$ cat src/rtl/axis_pkt_fifo_if.sv
// AXI-Stream FIFO port bundle: upstream beat, downstream beat and fill status.
// The slave modport is the FIFO side; master is the side driving it.
interface axis_pkt_fifo_if #(
  parameter int DW    = 8,
  parameter int DEPTH = 16
);
  localparam int CW = $clog2(DEPTH) + 1;

  logic [DW-1:0] s_tdata;
  logic          s_tvalid;
  logic          s_tlast;
  logic          s_tready;
  logic [DW-1:0] m_tdata;
  logic          m_tvalid;
  logic          m_tlast;
  logic          m_tready;
  logic [CW-1:0] count;
  logic [CW-1:0] pkt_count;

  modport slave (
    input  s_tdata, s_tvalid, s_tlast, m_tready,
    output s_tready, m_tdata, m_tvalid, m_tlast,
    output count, pkt_count
  );

  modport master (
    output s_tdata, s_tvalid, s_tlast, m_tready,
    input  s_tready, m_tdata, m_tvalid, m_tlast,
    input  count, pkt_count
  );
endinterface

$ cat src/rtl/axis_pkt_fifo.sv
// First-word-fall-through AXI-Stream FIFO with optional store-and-forward
// gating and word / complete-packet occupancy counters.
module axis_pkt_fifo #(
  parameter int DW       = 8,
  parameter int DEPTH    = 16,
  parameter int PKT_MODE = 0
) (
  input logic            clk,
  input logic            rst,
  axis_pkt_fifo_if.slave io
);
  localparam int AW = $clog2(DEPTH);
  localparam int CW = AW + 1;
  localparam logic [CW-1:0] FULL = CW'(DEPTH);

  logic [DW:0]   mem_q [DEPTH];
  logic [AW-1:0] wr_q, wr_d;
  logic [AW-1:0] rd_q, rd_d;
  logic [CW-1:0] cnt_q, cnt_d;
  logic [CW-1:0] pkt_q, pkt_d;
  logic          rdy_q, rdy_d;
  logic          cut_q, cut_d;
  logic          push, pop, vld, head_last;
  logic          pkt_in, pkt_out;

  assign head_last = mem_q[rd_q][DW];

  // cut lets an oversize packet drain once it alone fills the FIFO
  assign vld = (cnt_q != '0) &&
               ((PKT_MODE == 0) || (pkt_q != '0) || cut_q);

  assign push    = io.s_tvalid && rdy_q;
  assign pop     = vld && io.m_tready;
  assign pkt_in  = push && io.s_tlast;
  assign pkt_out = pop && head_last;

  always_comb begin
    wr_d  = wr_q;
    rd_d  = rd_q;
    cnt_d = cnt_q;
    pkt_d = pkt_q;
    cut_d = cut_q;
    rdy_d = rdy_q;
    if (push) wr_d = wr_q + AW'(1);
    if (pop)  rd_d = rd_q + AW'(1);
    unique case ({push, pop})
      2'b10:   cnt_d = cnt_q + CW'(1);
      2'b01:   cnt_d = cnt_q - CW'(1);
      default: cnt_d = cnt_q;
    endcase
    unique case ({pkt_in, pkt_out})
      2'b10:   pkt_d = pkt_q + CW'(1);
      2'b01:   pkt_d = pkt_q - CW'(1);
      default: pkt_d = pkt_q;
    endcase
    rdy_d = (cnt_d != FULL);
    if (pkt_out)
      cut_d = 1'b0;
    else if ((PKT_MODE != 0) && (cnt_d == FULL) && (pkt_d == '0))
      cut_d = 1'b1;
  end

  always_ff @(posedge clk or negedge rst) begin
    if (!rst) begin
      wr_q  <= '0;
      rd_q  <= '0;
      cnt_q <= '0;
      pkt_q <= '0;
      rdy_q <= 1'b0;
      cut_q <= 1'b0;
    end else begin
      wr_q  <= wr_d;
      rd_q  <= rd_d;
      cnt_q <= cnt_d;
      pkt_q <= pkt_d;
      rdy_q <= rdy_d;
      cut_q <= cut_d;
    end
  end

  always_ff @(posedge clk) begin
    if (push) mem_q[wr_q] <= {io.s_tlast, io.s_tdata};
  end

  assign io.s_tready  = rdy_q;
  assign io.m_tvalid  = vld;
  assign io.m_tdata   = mem_q[rd_q][DW-1:0];
  assign io.m_tlast   = head_last;
  assign io.count     = cnt_q;
  assign io.pkt_count = pkt_q;
endmodule

$ cat src/flat_wrapper.sv
// flat-port wrapper written by rule: the top's interface ports become plain ports
module axis_pkt_fifo_flat 
#(
  parameter int DW       = 8,
  parameter int DEPTH    = 16,
  parameter int PKT_MODE = 0
)
  (clk, rst, io_s_tdata, io_s_tvalid, io_s_tlast, io_m_tready, io_s_tready, io_m_tdata, io_m_tvalid, io_m_tlast, io_count, io_pkt_count);
  axis_pkt_fifo_if #(.DW(DW), .DEPTH(DEPTH)) io_i ();
  input logic clk;
  input logic rst;
  input wire logic [$bits(io_i.s_tdata)-1:0] io_s_tdata;
  input wire logic [$bits(io_i.s_tvalid)-1:0] io_s_tvalid;
  input wire logic [$bits(io_i.s_tlast)-1:0] io_s_tlast;
  input wire logic [$bits(io_i.m_tready)-1:0] io_m_tready;
  output wire logic [$bits(io_i.s_tready)-1:0] io_s_tready;
  output wire logic [$bits(io_i.m_tdata)-1:0] io_m_tdata;
  output wire logic [$bits(io_i.m_tvalid)-1:0] io_m_tvalid;
  output wire logic [$bits(io_i.m_tlast)-1:0] io_m_tlast;
  output wire logic [$bits(io_i.count)-1:0] io_count;
  output wire logic [$bits(io_i.pkt_count)-1:0] io_pkt_count;
  assign io_i.s_tdata = io_s_tdata;
  assign io_i.s_tvalid = io_s_tvalid;
  assign io_i.s_tlast = io_s_tlast;
  assign io_i.m_tready = io_m_tready;
  assign io_s_tready = io_i.s_tready;
  assign io_m_tdata = io_i.m_tdata;
  assign io_m_tvalid = io_i.m_tvalid;
  assign io_m_tlast = io_i.m_tlast;
  assign io_count = io_i.count;
  assign io_pkt_count = io_i.pkt_count;
  axis_pkt_fifo #(.DW(DW), .DEPTH(DEPTH), .PKT_MODE(PKT_MODE)) u_core (.clk(clk), .rst(rst), .io(io_i));
endmodule
$ cat config.mk
export PLATFORM = sky130hd
export DESIGN_NAME = axis_pkt_fifo_flat
export DESIGN_NICKNAME = d
export VERILOG_FILES = /design/src/rtl/axis_pkt_fifo_if.sv /design/src/rtl/axis_pkt_fifo.sv /design/src/flat_wrapper.sv
export SDC_FILE = /design/constraint.sdc
export NUM_CORES = 1
export LEC_CHECK = 0
export CAP_MARGIN = 25
export CORE_UTILIZATION = 55
export DETAILED_ROUTE_END_ITERATION = 7
export PLACE_DENSITY = 0.76
export SLEW_MARGIN = 10
export SYNTH_ARGS = -nofsm -noshare
export SYNTH_HDL_FRONTEND = slang
export SYNTH_SLANG_ARGS = --single-unit
$ cat constraint.sdc
create_clock -name clk -period 3.74 [get_ports clk]
set_input_delay 0.374 -clock clk [delete_from_list [all_inputs] [get_ports clk]]
set_output_delay 0.374 -clock clk [all_outputs]
set_load 0.02 [all_outputs]
==> results of run 1 <==
## worst paths after layout
kind / from / to / slack, ns / depth (start not counted)
setup reg to reg: u_core.rd_q[2] / u_core.io.pkt_count[4] / 0.40 / 10
min in group clk: u_core.io.pkt_count[3] / u_core.io.pkt_count[3] / 0.53 / 2
setup / recovery: u_core.rd_q[0] / io_m_tdata[1] / 0.26 / 5
hold / removal: rst / u_core.io.pkt_count[3] / 0.17 / 1
hold reg to reg: u_core.io.pkt_count[3] / u_core.io.pkt_count[3] / 0.53 / 2
max in group asynchronous: rst / u_core.rd_q[0] / 3.17 / 2
## stage by stage
step | hold slack (ns) | power [mW] | area, µm²
2_1_floorplan | 0.0784 | 4.01 | 6770
5_1_grt | 0.158 | 6.81 | 7830
3_5_place_dp | 0.520 | 4.71 | 7200
6_report | 0.167 | 6.49 | 7830
3_3_place_gp | 0.506 | 4.64 | 7200
4_1_cts | 0.476 | 6.53 | 7820
## layout make-up
| type | instances | area [µm²] | area share (%) |
|---|---|---|---|
| Clock inverter | 14 | 193 | 2.46 |
| Inverter | 8 | 30.0 | 0.383 |
| Multi-Input combinational cell | 167 | 1830 | 23.4 |
| Tap cell | 147 | 184 | 2.35 |
| Timing Repair Buffer | 37 | 368 | 4.70 |
| Sequential cell | 163 | 4800 | 61.3 |
| Clock buffer | 17 | 425 | 5.43 |
## state kept, by name, indices dropped and copies added (netlist names)
signal and flops:
u_core.io.s_tready 1, u_core.mem_q 144, u_core.rd_q 4, u_core.io.count 5, u_core.io.pkt_count 5, u_core.wr_q 4
## cells by family (layout without fill, tap and decap cells)
group                    count (synthesis)  after routing  synth area share, %
AND/OR/NAND/NOR                         59             59                 4.64
flip-flops                             163            163                 70.9
buffers and inverters                   23             76                 2.05
AO/OA/AOI/OAI                           39             39                 4.18
adder cells (fa/ha/maj)                 15             15                 2.99
multiplexers                            42             42                 13.7
XOR/XNOR                                12             12                 1.55
## cell usage in the layout (no fill, tap or decap), types with 2 or more instances in the layout
cell type	instances
bufinv_16	5
nand4_1	2
nand3_1	4
clkinv_2	4
and2_1	13
nor3_1	4
clkdlybuf4s50_1	33
and3_1	5
o21ai_0	5
clkbuf_16	17
buf_4	3
a21o_1	2
nor2b_1	5
mux4_2	22
inv_1	8
xnor2_1	8
clkinv_1	4
mux2_2	4
mux4_1	14
nand2_1	17
xor2_1	4
ha_1	13
o211ai_1	2
dfrtp_1	18
fa_1	2
o311ai_0	3
a21oi_1	5
mux2i_1	2
edfxtp_1	144
a22oi_1	16
nor2_1	4
nor3b_1	3
## metal layers
metal	global-route usage (%)	up-vias	wire length [µm]
met5	0	-	0
met4	8.77	0	234
met1	28.0	1690	5080
met3	6.64	24	927
met2	38.8	127	6630
li1	-	1515	-
## report_power, final
group	total, mW	leakage, nW	switching [mW]	internal (mW)
registers	2.54	1.52	0.282	2.26
clock network	1.80	0.302	0.637	1.16
logic	2.14	0.882	1.10	1.04
## worst max-delay path: cells and delay by family (launching register included)
family,cells,cell delay (ns)
mux,1,0.58
flops,1,0.89
compound gates,1,0.29
simple gates,1,0.08
buf+inv,2,0.85
==> run metrics, run 1 <==
count leader, synth=edfxtp_1; Slew Limit Fails=0; Synth area leaders=edfxtp_1, mux4_2, dfrtp_1; setup TNS=0 ns; Worst Slack Setup Final=0.259 ns; worst slew pin tran=0.802 ns; synthesized net count=381; GRT Overall Usage=22.9%; Root Buffer=clkbuf_16; first-pass GRT wire length=20.3 mm; die area=12800 µm²; Max Cap Viol=0; proportion of netlist area held by the largest area contributor=63.9%; setup bufs post-CTS=0; peak supply drop=about 0.00048 V; final net count=~420; register area share after synthesis=a little under three quarters; CTS clock-pin slew for the worst setup and hold paths=0.06 ns; Area Growth Syn to Fin=15.7%; Synth Flop Type=edfxtp_1; antenna violations before repair=0; FFs w/ async S/R, synth=11.7%; clock buffer depth=2; post-DR vias/cell=just over 6; fillers=802; Resize count post-CTS=0; worst-path maximum fanout=26; Final Non-Filler Cells=553; WL/cell=23.3 µm; WP data arrival=3.11 ns; worst-skew pair later-pin latency=0.42 ns; boundary pin count=34; Crit. End Element=output pin; critical path type=reg2out; DR vias=3356; status=complete, no violations; startpoint types=register; Critical Path RT=3.37 ns; overall routed net length=12.9 mm; CTS Hold Bufs=0; DRT Pass-1 Iters=4; Die W=113 µm; DP HPWL=8.01 mm; n_diodes=0; setup violators final=0; core area=around 12000 µm²; row cnt=40; H-tree Lvls=4; top cells by count, synth=edfxtp_1, mux4_2, dfrtp_1, nand2_1, a22oi_1; flops & latches, synth=163; yosys synthesis warning count=0; DRC viols=0; Cell Pwr Density=828 nW/µm²; Hold Vio Cnt, Final=0; Mapped Area=just under 7000 µm²; Slowest cell on crit path=dfrtp_2; Overflow after GRT=0; Fin Clk Skew=approximately 0.0067 ns; Routed Antenna Nets=0; syn_area_per_cell=19.2 µm²; number of global-route vias before repair=3624; Highest Clock Rate=287 MHz; DR iter-0 viols=between 300 and 400; Cells after DPL=approximately 520; Starting Density=56.4%; unrepaired setup endpoints after global routing=false; post-synth cell types=41; HP Class=in2async; Gate Count Post-Synth=353; max incr delay on CP=0.89 ns; GP Congestion=0.817; minimum clock period after layout=around 3.5 ns; Slew headroom=46.5%; share of layout cells above drive strength 1=between 10 and 15%; Util after Layout=65.2%; Pleak=2.71 nW; Synth area leader=edfxtp_1; period utilization=between 90% and 100%; EDFF count, synth=144; die height=113 µm; CP Cell Sequence=buf_4 -> mux4_1 -> a22oi_1 -> nand2_1 -> clkdlybuf4s50_1; IO Port Bufs=33; TritonCTS Buffers=17; Sink Count=163; DP Worst Slack=0.438 ns; largest net degree at the start of global routing=28; CTS tree=built
No activity file was read; power rests on OpenSTA's default activity.
==> run 2: changes to the inputs <==
Settings changed: CORE_UTILIZATION 55 to 25, PLACE_DENSITY 0.76 to 0.42.
Clock period 3.74 ns to 3.84 ns, I/O delays scaled along.
==> run 2 against run 1 <==
Effect of this change:
- critical path depth unchanged
- clock power down 8%
- utilization down 35 points
- via count up 1.5%
- highest routed layer unchanged
- sequential share of layout area down 1.6 points
- design area up 2.8%
==> run metrics, run 2 (same netlist as run 1, synthesis figures left out) <==
Top Metal Used=met4; kind of cell adding the most delay to the critical path=buffers and inverters; Pleak=2.70 nW (-0.39%); status=complete, no violations; largest net degree at the start of global routing=33 (+18%); Biggest register=u_core.mem_q; core area=26300 µm² (+120%); Routed Antenna Nets=0 (unchanged); setup bufs post-CTS=0 (unchanged); share of layout cells above drive strength 1=16.1% (+1.6 points); worst-path maximum fanout=18 (-31%); CTS tree=built; unrepaired setup endpoints after global routing=false; DRT Pass-1 Iters=5 (+1); Area Growth Syn to Fin=18.9%; Slew Limit Fails=0 (unchanged); final net count=425 (+0.71%); Max Cap Viol=0 (unchanged); Starting Density=25.8% (-31 points); startpoint types=register; WP buf/inv=2 (unchanged); TritonCTS Buffers=17 (unchanged); worst-skew pair later-pin latency=0.42 ns (about the same); peak supply drop=0.000429 V (-10%); row cnt=59 (+48%); setup violators final=0 (unchanged); clock buffer depth=2 (unchanged); post-DR vias/cell=4.57 (-25%); worst slew pin tran=0.898 ns (+0.0958 ns); DR vias=3405 (+1.5%); Resize count post-CTS=0 (unchanged); DP HPWL=9.39 mm (+17%); most common cell after layout, fill and taps aside=edfxtp_1; boundary pin count=34 (unchanged); Crit. End Element=output pin; Overflow after GRT=0 (unchanged); total power=6.30 mW (-2.9%); setup TNS=0 ns (unchanged); WL/cell=21.2 µm (-9.0%); DR iter-0 viols=211 (-34%); number of flip-flops in the largest register=144 (unchanged); Hold Vio Cnt, Final=0 (unchanged); H-tree Lvls=4 (unchanged); Highest Clock Rate=300 MHz; Die W=167 µm (+47%); Critical Path RT=3.46 ns (+0.09 ns); WL met2=7.81 mm (+18%); overall routed net length=15.8 mm (+23%); Fin Clk Skew=0.0111 ns (+0.00436 ns); DRC viols=0 (unchanged); Root Buffer=clkbuf_16; Worst Slack Setup Final=0.510 ns (+0.251 ns); critical path type=reg2out; M1 WL=7.23 mm (+42%); IO Port Bufs=33 (unchanged); most frequent cells in the layout=edfxtp_1, clkdlybuf4s50_1, mux4_2, dfrtp_1; CP Cell Sequence=buf_4 -> mux4_1 -> a22oi_1 -> nand2_1 -> clkdlybuf4s50_1; GRT Overall Usage=12.0% (-11 points); die area=27700 µm² (+120%); Cell Pwr Density=782 nW/µm² (-5.5%); antenna violations before repair=0 (unchanged); CTS clock-pin slew for the worst setup and hold paths=0.07 ns (about the same); first-pass GRT wire length=23.7 mm (+17%); number of global-route vias before repair=3651 (+0.75%); met3 wire len=610 µm (-34%); DP Worst Slack=0.518 ns (+0.0794 ns); Sink Count=163 (unchanged); period utilization=86.7%; GP Congestion=0.727 (-11%); max incr delay on CP=0.62 ns (-0.27 ns); Slowest cell on crit path=mux4_1; CTS Hold Bufs=0 (unchanged); Slew headroom=40.2% (-6.4 points); WP data arrival=2.95 ns (-0.16 ns); die height=167 µm (+47%); Util after Layout=30.6% (-35 points); minimum clock period after layout=roughly 3.3 ns; n_diodes=0 (unchanged); HP Class=in2async
run 2: worst reg2reg max path, delay by kind of cell (launching register included):
| family | cells | cell delay, ns |
|---|---|---|
| adder cells (fa/ha/maj) | 2 | 0.68 |
| AO/OA/AOI/OAI | 5 | 1.04 |
| multiplexers | 1 | 0.55 |
| AND/OR/NAND/NOR | 2 | 0.31 |
| flip-flops | 1 | 0.58 |
run 2: per-layer routing:
| metal | up-vias | global-route usage, % |
|---|---|---|
| li1 | 1532 | - |
| met1 | 1800 | 15.7 |
| met2 | 66 | 19.9 |
| met3 | 7 | 3.09 |
| met4 | 0 | 3.06 |
| met5 | - | 0 |
run 2: cell type report:
class	count	area (µm²)
inverter	8	30.0
tap	335	419
multi-input combinational	167	1830
clock buffer	17	425
sequential	163	4800
fill	2591	18200
clock inverter	15	151
timing repair buffer	40	390
run 2: path summary, 6_finish.rpt:
check	start	end	slack [ns]	depth (start not counted)
setup / recovery	u_core.rd_q[0]	io_m_tdata[2]	0.51	5
hold / removal	rst	u_core.io.pkt_count[2]	0.18	1
setup reg to reg	u_core.rd_q[2]	u_core.io.pkt_count[4]	0.53	10
hold reg to reg	u_core.wr_q[2]	u_core.wr_q[2]	0.52	1
max in group asynchronous	rst	u_core.rd_q[0]	3.27	2
min in group clk	u_core.wr_q[2]	u_core.wr_q[2]	0.52	1
run 2: power breakdown:
part | internal, mW | switching, mW | total, mW
logic | 1.03 | 1.20 | 2.22
clock network | 0.913 | 0.744 | 1.66
registers | 2.20 | 0.213 | 2.41
run 2: stage by stage:
step / std cells / hold slack [ns] / instance area [µm²]
after CTS: 744 / 0.513 / 8040
after global placement: 712 / 0.502 / 7460
after floorplan: 353 / 0.0884 / 6770
after detailed placement: 712 / 0.514 / 7460
final: 745 / 0.181 / 8050
after global routing: 745 / 0.172 / 8050
==> run 3: changes to the inputs <==
Settings changed: PLACE_DENSITY 0.42 to 0.43.
Clock period 3.84 ns to 2.97 ns, I/O delays scaled along.
==> run 3 against run 2 <==
Effect of this change:
- the flow now finishes with violations (DRC)
- total power is 32% higher
- routed wire length shrank 5.2%
- count of clock-buffer cells in the layout unchanged
- sequential cell count is the same
- critical endpoint is now io_m_tdata[4]
==> run metrics, run 3 (same netlist as run 1, synthesis figures left out) <==
peak supply drop=0.000558 V (+30%); worst r2r dst=u_core.io.pkt_count[4]; TritonCTS Buffers=17 (unchanged); first-pass GRT wire length=22.6 mm (-4.7%); DP Worst Slack=-0.0219 ns (-0.539 ns); Fin Hold WS=0.151 ns (-0.0294 ns); worst-skew pair later-pin latency=0.43 ns (about the same); WP data arrival=2.54 ns (-0.41 ns); DRC viols=3 (+3); Overflow after GRT=0 (unchanged); DP HPWL=9.47 mm (+0.88%); Die W=167 µm (unchanged); period utilization=95.4%; die area=27700 µm² (unchanged); n_diodes=0 (unchanged); DR iter-0 viols=272 (+29%); CP Cell Sequence=bufbuf_16 -> mux4_1 -> a22oi_2 -> nand2_1 -> dlygate4sd2_1; Crit. End Element=output pin; GRT Overall Usage=11.3% (-0.69 points); largest net degree at the start of global routing=33 (unchanged); worst-path maximum fanout=10 (-8); H-tree Lvls=4 (unchanged); minimum clock period after layout=2.83 ns; Final Non-Filler Cells=761 (+2.1%); Area Growth Syn to Fin=21.7%; max incr delay on CP=0.57 ns (-0.05 ns); HP Class=in2async; IO Port Bufs=33 (unchanged); Max Cap Viol=0 (unchanged); final net count=441 (+3.8%); Highest Clock Rate=353 MHz; number of global-route vias before repair=3761 (+3.0%); Cells after DPL=726 (+2.0%); Slew Limit Fails=0 (unchanged); CTS clock-pin slew for the worst setup and hold paths=0.07 ns (about the same); Hold Vio Cnt, Final=0 (unchanged); kind of cell adding the most delay to the critical path=buffers and inverters; Routed Antenna Nets=0 (unchanged); status=complete, but fails checks; row cnt=59 (unchanged); FF-to-FF path depth=10 (unchanged); Pleak=2.84 nW (+5.2%); number of flip-flops in the largest register=144 (unchanged); Finished Cell Area=8240 µm² (+2.4%); core area=26300 µm² (unchanged); FF-to-FF setup slack=0.14 ns (-0.39 ns); Root Buffer=clkbuf_16; CTS tree=built; DRT Pass-1 Iters=6 (+1); Slowest cell on crit path=mux4_1; total power=8.28 mW (+32%); share of layout cells above drive strength 1=20.4% (+4.3 points); overall routed net length=15.0 mm (-5.2%); WP buf/inv=2 (unchanged); startpoint types=register; critical path type=reg2out; most frequent cells in the layout=edfxtp_1, clkdlybuf4s50_1, mux4_2, dfrtp_1; area of the multi-input gates=1870 µm² (+1.8%); setup violators final=0 (unchanged); Worst Slack Setup Final=0.136 ns (-0.375 ns); WL/cell=19.7 µm (-7.2%); Area after DPL=7600 µm² (+1.9%); violated checks=DRC; Critical Path RT=2.67 ns (-0.79 ns); DR vias=3432 (+0.79%); Slew headroom=53.6% (+13 points); boundary pin count=34 (unchanged); antenna violations before repair=0 (unchanged); Biggest register=u_core.mem_q; clock buffer depth=2 (unchanged); Worst R2R Start=u_core.rd_q[2]; GP Congestion=0.739 (+1.6%); Fin Clk Skew=0.00918 ns (-0.00192 ns); fillers=2564 (-1.0%); post-DR vias/cell=4.51 (-1.3%); Starting Density=25.8% (unchanged); Sink Count=163 (unchanged); Util after Layout=31.4% (+0.72 points); setup TNS=0 ns (unchanged); Storage cell area=4800 µm² (unchanged); die height=167 µm (unchanged); Cell Pwr Density=1010 nW/µm² (+29%); worst slew pin tran=0.696 ns (-0.202 ns); most common cell after layout, fill and taps aside=edfxtp_1
-- run 3: cell count changes in the layout (fill, tap and decap cells not counted), moves of 3 or more --
cell	change
buf_12	+3
buf_4	+11
dlygate4sd2_1	+6
clkinv_4	+4
clkdlybuf4s50_1	-8
-- run 3: worst max-delay path by stage --
stage / from / to / slack [ns] / cells after the start
floorplan: u_core.rd_q[2] / u_core.io.pkt_count[4] / 0.1 / 11
global placement: u_core.rd_q[2] / u_core.io.pkt_count[4] / 0.08 / 10
detailed placement: u_core.rd_q[2] / u_core.io.pkt_count[4] / -0.02 / 10
CTS: u_core.rd_q[0] / io_m_tdata[7] / 0.004 / 6
global route: u_core.rd_q[2] / u_core.io.pkt_count[4] / -0.01 / 10
finish: u_core.rd_q[0] / io_m_tdata[4] / 0.14 / 5
-- run 3: power by group --
group | switching [mW] | internal [mW]
sequential | 0.228 | 2.84
clock | 0.962 | 1.09
combinational | 1.65 | 1.51
-- run 3: layout make-up --
class | instances | area share, %
clock buffers | 17 | 5.16
clock inverters | 15 | 1.52
inverters | 8 | 0.364
multi-input cells | 167 | 22.6
flip-flops and latches | 163 | 58.3
well taps | 335 | 5.09
repair buffers | 56 | 6.97
-- run 3: what timing repair did --
| item | 4_1_cts | 5_1_grt |
|---|---|---|
| endpoints found under the setup margin | 9 | 5 |
| hold buffers | 0 | 0 |
| buffers inserted | 1 | 0 |
| gates resized for setup | 11 | 6 |
| pin swaps | 0 | 1 |
| cloned | 1 | 0 |
-- run 3: routing by layer --
| metal | part of all wire, % | up-vias | GRT usage [%] |
|---|---|---|---|
| li1 | - | 1560 | - |
| met1 | 44 | 1797 | 13.6 |
| met2 | 51 | 66 | 19.6 |
| met3 | 3.6 | 9 | 3.21 |
| met4 | 1.1 | 0 | 3.62 |
| met5 | 0 | - | 0 |
